--- config.mk ---
export PLATFORM = sky130hd
export DESIGN_NAME = simple_serial_tx
export DESIGN_NICKNAME = d
export VERILOG_FILES = /design/src/rtl/simple_serial_pkg.sv /design/src/rtl/simple_serial_bit_timer.sv /design/src/rtl/simple_serial_tx.sv
export SDC_FILE = /design/constraint.sdc
export NUM_CORES = 1
export LEC_CHECK = 0
export ABC_AREA = 1
export ABC_CLOCK_PERIOD_IN_PS = 1900
export BUFFER_PORTS_ARGS = -buffer_cell sky130_fd_sc_hd__buf_2
export CAP_MARGIN = 20
export CORE_UTILIZATION = 30
export CTS_BUF_LIST = sky130_fd_sc_hd__clkbuf_8 sky130_fd_sc_hd__clkbuf_16
export CTS_CLUSTER_SIZE = 30
export DETAILED_ROUTE_END_ITERATION = 10
export PLACE_DENSITY_LB_ADDON = 0.25
export SLEW_MARGIN = 20
export SYNTH_ARGS = -nofsm -noshare
export SYNTH_HDL_FRONTEND = slang
export SYNTH_SLANG_ARGS = --single-unit
--- constraint.sdc ---
create_clock -name clk -period 1.9 [get_ports clk]
set_clock_uncertainty 0.05 [all_clocks]
set_input_delay 0.38 -clock clk [delete_from_list [all_inputs] [get_ports clk]]
set_output_delay 0.38 -clock clk [all_outputs]
set_load 0.005 [all_outputs]
--- src/rtl/simple_serial_pkg.sv ---
// simple_serial_pkg: shared state encoding and line levels for the simple serial link
package simple_serial_pkg;
    typedef enum logic [1:0] {IDLE, START, DATA, STOP} tx_state_t;
    localparam logic LINE_IDLE  = 1'b1;
    localparam logic LINE_START = 1'b0;
endpackage

--- src/rtl/simple_serial_bit_timer.sv ---
// simple_serial_bit_timer: counts CLKS_PER_BIT cycles per line bit and pulses bit_done on the last one
module simple_serial_bit_timer #(
    parameter int CLKS_PER_BIT = 4
) (
    input  logic clk,
    input  logic rst_n,
    input  logic enable,
    output logic bit_done
);
    localparam int TW = (CLKS_PER_BIT > 1) ? $clog2(CLKS_PER_BIT) : 1;
    logic [TW-1:0] cnt;
    assign bit_done = enable && (cnt == TW'(CLKS_PER_BIT - 1));
    always_ff @(posedge clk) begin
        if (!rst_n || !enable || bit_done)
            cnt <= '0;
        else
            cnt <= cnt + TW'(1);
    end
endmodule

--- src/rtl/simple_serial_tx.sv ---
// simple_serial_tx: valid/ready word in, start + LSB-first data + stop frame out on a registered line
module simple_serial_tx
    import simple_serial_pkg::*;
#(
    parameter int DATA_WIDTH   = 8,
    parameter int CLKS_PER_BIT = 4
) (
    input  logic                  clk,
    input  logic                  rst_n,
    input  logic [DATA_WIDTH-1:0] tx_data,
    input  logic                  tx_valid,
    output logic                  tx_ready,
    output logic                  tx_serial,
    output logic                  tx_busy
);
    localparam int IW = (DATA_WIDTH > 1) ? $clog2(DATA_WIDTH) : 1;
    localparam logic [IW-1:0] LAST_IDX = IW'(DATA_WIDTH - 1);
    tx_state_t             state, state_n;
    logic [DATA_WIDTH-1:0] shift_reg, shift_n;
    logic [IW-1:0]         bit_idx, idx_n;
    logic                  serial_n;
    logic                  bit_done;
    simple_serial_bit_timer #(.CLKS_PER_BIT(CLKS_PER_BIT)) u_timer (
        .clk     (clk),
        .rst_n   (rst_n),
        .enable  (state != IDLE),
        .bit_done(bit_done)
    );
    assign tx_ready = (state == IDLE);
    assign tx_busy  = !tx_ready;
    // The line level is computed one cycle ahead so tx_serial comes straight from a flop.
    always_comb begin
        state_n  = state;
        shift_n  = shift_reg;
        idx_n    = bit_idx;
        serial_n = tx_serial;
        case (state)
            IDLE: if (tx_valid) begin
                state_n  = START;
                shift_n  = tx_data;
                idx_n    = '0;
                serial_n = LINE_START;
            end
            START: if (bit_done) begin
                state_n  = DATA;
                serial_n = shift_reg[0];
            end
            DATA: if (bit_done) begin
                if (bit_idx == LAST_IDX) begin
                    state_n  = STOP;
                    serial_n = LINE_IDLE;
                end else begin
                    shift_n  = shift_reg >> 1;
                    idx_n    = bit_idx + IW'(1);
                    serial_n = shift_n[0];
                end
            end
            STOP: if (bit_done) begin
                state_n  = IDLE;
                serial_n = LINE_IDLE;
            end
            default: begin
                state_n  = IDLE;
                serial_n = LINE_IDLE;
            end
        endcase
    end
    always_ff @(posedge clk) begin
        if (!rst_n) begin
            state     <= IDLE;
            shift_reg <= '0;
            bit_idx   <= '0;
            tx_serial <= LINE_IDLE;
        end else begin
            state     <= state_n;
            shift_reg <= shift_n;
            bit_idx   <= idx_n;
            tx_serial <= serial_n;
        end
    end
endmodule

==> metrics.md <==
| Metric | Value |
|---|---|
| Post-Route WL | around 1800 um |
| GR peak layer | met2 |
| Hold Path Stages | 1 |
| Worst Hold Endpoint | u_timer.cnt[0] |
| Clock Latency Late Sink | ~0.25 ns |
| R2R Setup Slk | between 0.2 and 0.3 ns |
| Avg Vias per Cell | 4.15 |
| Met2 Usage GRT | 0.201 |
| Post-synth net total | 170 |
| Syn. warnings | 0 |
| Rows | 20 |
| Fin crit share | 0.866 |
| Beginning of the worst hold path | u_timer.cnt[0] |
| Crit path cell chain | inv_1, ha_1, inv_2, nand2_2, nand2_2, nand3_4, nand2_1, nand2_1, nor2_1 |
| Cell Area, Synth | approximately 1000 um2 |
| Netlist cell types | 15 |
| Worst-margin pin slew | around 0.29 ns |
| Fin. Hold Viols | 0 |
| Post-CTS setup buffer count | 0 |
| Required time worst endpoint | a little over 2 ns |
| Routed len/inst | around 8.5 um |
| Element type at the critical path end | register |
| Fin cells | 209 |
| CTS H-Tree Depth | 1 |
| Top FF cell, synth | dfxtp_1 |
| CTS buffer count | 3 |
| RSZ-0062 raised after global routing | no |
| Worst-path fanout max | 19 |
| Highest Clock Rate | ~610 MHz |
| Vias in the first global route | roughly 760 |
| Async SR Flop Fraction | 0 |
| CP top delay family | simple AND/OR/NAND/NOR gates |
| GR met3 Demand/Resource | 0.0393 |
| Worst Path Buf+Inv | 2 |
| Post-CTS Hold Fix Bufs | 0 |
| Minimum clock period | roughly 1.6 ns |
| Count leader, synth | nand2_1 |
| Global-route wire length before repair | between 3000 and 4000 um |
| Grt total ovfl | 0 |
| CTS clk-pin slew, worst paths | approximately 0.070 ns |
| Pre-antenna DRT Iters | 3 |
| All-Layer GR Usage | 0.117 |
| Critical path type | register to register |
| Max_cap viols | 0 |
| R2r worst-path depth | 9 |
| Top Ports | 14 |
| N_diodes | 0 |
| Slew margin rel. | 0.805 |
| Starting Density | 0.318 |
| Starting DRC count in detailed routing | 26 |
| Synth top cells by count | 44 x nand2_1, 27 x nor2_1, 25 x inv_1 |
| Synth Instances | between 150 and 200 |
| Worst Path Arrival | between 1.5 and 2 ns |
| Synth area leaders | dfxtp_1 33%, nand2_1 17%, nor2_1 10% |
| Post-DRT Antenna Nets | 0 |
| Synthesized flop and latch total | 16 |
| Area leader, netlist | dfxtp_1 |
| Die width | a little under 60 um |
| Yosys top cell area share | 0.327 |
| Root Driver | clkbuf_8 |
| Initial antenna violation count | 0 |
| Buffers on Ports | 13 |
| Area Growth Syn to Fin | 15.6% |
| GPL Wtd Cong | approximately 0.78 |
| Post-synthesis sequential area ratio | 0.327 |
| Power per cell area | between 1000 and 1500 mW/mm2 |
| Max Slew Vio Count | 0 |
| Critical Path Max Stage Delay | 0.38 ns |
| Number of synthesized flops with an enable pin | 0 |
| TritonCTS Sinks | 16 |
| Die area | roughly 0.0035 mm2 |
| Via count | ~870 |
| Max reg flops | 8 |
| Nets | approximately 190 |
| Post-cts gate resize count | 0 |
| Worst r2r src | state[0] |
| TritonCTS clock tree | yes |
| CP max stage cell | dfxtp_1 |
| Largest net degree at the start of global routing | 20 |
| Peak supply drop | between 0.6 and 0.7 mV |
| Hold WC Path Type | register to register |
| Share of cells above drive strength 1 | 0.170 |
| Placed wire-length estimate | 1300 um |
| FF-to-FF End | shift_reg[3] |
| Die Y | between 50 and 60 um |
| DR DRC count | 0 |
| Status | completed |
| Finish-stage setup viols | 0 |
| Max clock buf depth | 2 |
| Avg Inst Size Synth | between 6 and 7 um2 |
| Fin util | 0.368 |
| Worst setup SP type | register |
| Core Box Area | slightly above 0.003 mm2 |
| Leak Pwr | about 0.62 nW |
| Setup TNS | 0 ns |
| Met1 GRT Util | 0.138 |
| Post-Place Cells | 205 |
[kinds of logic (layout without fill, tap and decap cells)]
| family | after synthesis | count (layout) | share of synthesized area |
|---|---|---|---|
| DFF | 16 | 16 | 0.327 |
| AOI/OAI and AO/OA | 12 | 12 | 0.0728 |
| buffers and inverters | 31 | 45 | 0.137 |
| and+or+nand+nor | 84 | 84 | 0.361 |
| adders and majority gates | 8 | 8 | 0.102 |
[power by group]
group	internal, mW	switching (mW)	total [mW]
logic	0.317	0.544	0.861
registers	0.453	0.0521	0.505
clock network	0.184	0.119	0.303
[cell usage in the layout, fill, tap and decap left out]
master,instances
inv_1,25
dfxtp_1,16
nand2_2,5
ha_1,7
o21ai_4,1
buf_2,13
nand3_1,4
clkbuf_8,4
buf_4,1
a21oi_1,3
inv_2,2
nand2_1,44
nor2_1,27
o21ai_0,8
ha_2,1
nand4_1,3
nand3_4,1
[area by class of cell]
cell class	count	area [um2]
flip-flops and latches	16	320
multi-input cells	104	528
well taps	44	55.1
inverters	27	101
fillers	351	1950
repair buffers	14	72.6
clock buffers	4	55.1
[stage by stage]
stage	instance area, um2	setup slack (ns)	power, mW	hold slack [ns]
2_1_floorplan	980	0.358	1.24	0.348
3_3_place_gp	1070	0.255	1.36	0.357
3_5_place_dp	1070	0.171	1.38	0.363
4_1_cts	1130	0.161	1.70	0.372
5_1_grt	1130	0.0329	1.89	0.396
6_report	1130	0.255	1.67	0.366
[per-layer routing]
| layer | share of wire | routed length, um |
|---|---|---|
| met1 | 0.50 | 879 |
| met3 | 0.047 | 84 |
| met4 | 0.0056 | 10 |
| met2 | 0.45 | 799 |
| met5 | 0 | 0 |
[how the worst max path moves through the flow]
stage | depth (start not counted) | slack, ns | to | from
2_1_floorplan | 9 | 0.36 | shift_reg[0] | state[0]
3_3_place_gp | 7 | 0.26 | shift_reg[0] | state[0]
6_report | 9 | 0.25 | shift_reg[3] | state[0]
5_1_grt | 9 | 0.03 | bit_idx[1] | state[0]
4_1_cts | 8 | 0.16 | shift_reg[3] | state[0]
3_5_place_dp | 8 | 0.17 | shift_reg[3] | state[0]
Note: power is estimated with default switching activity, not from simulation.
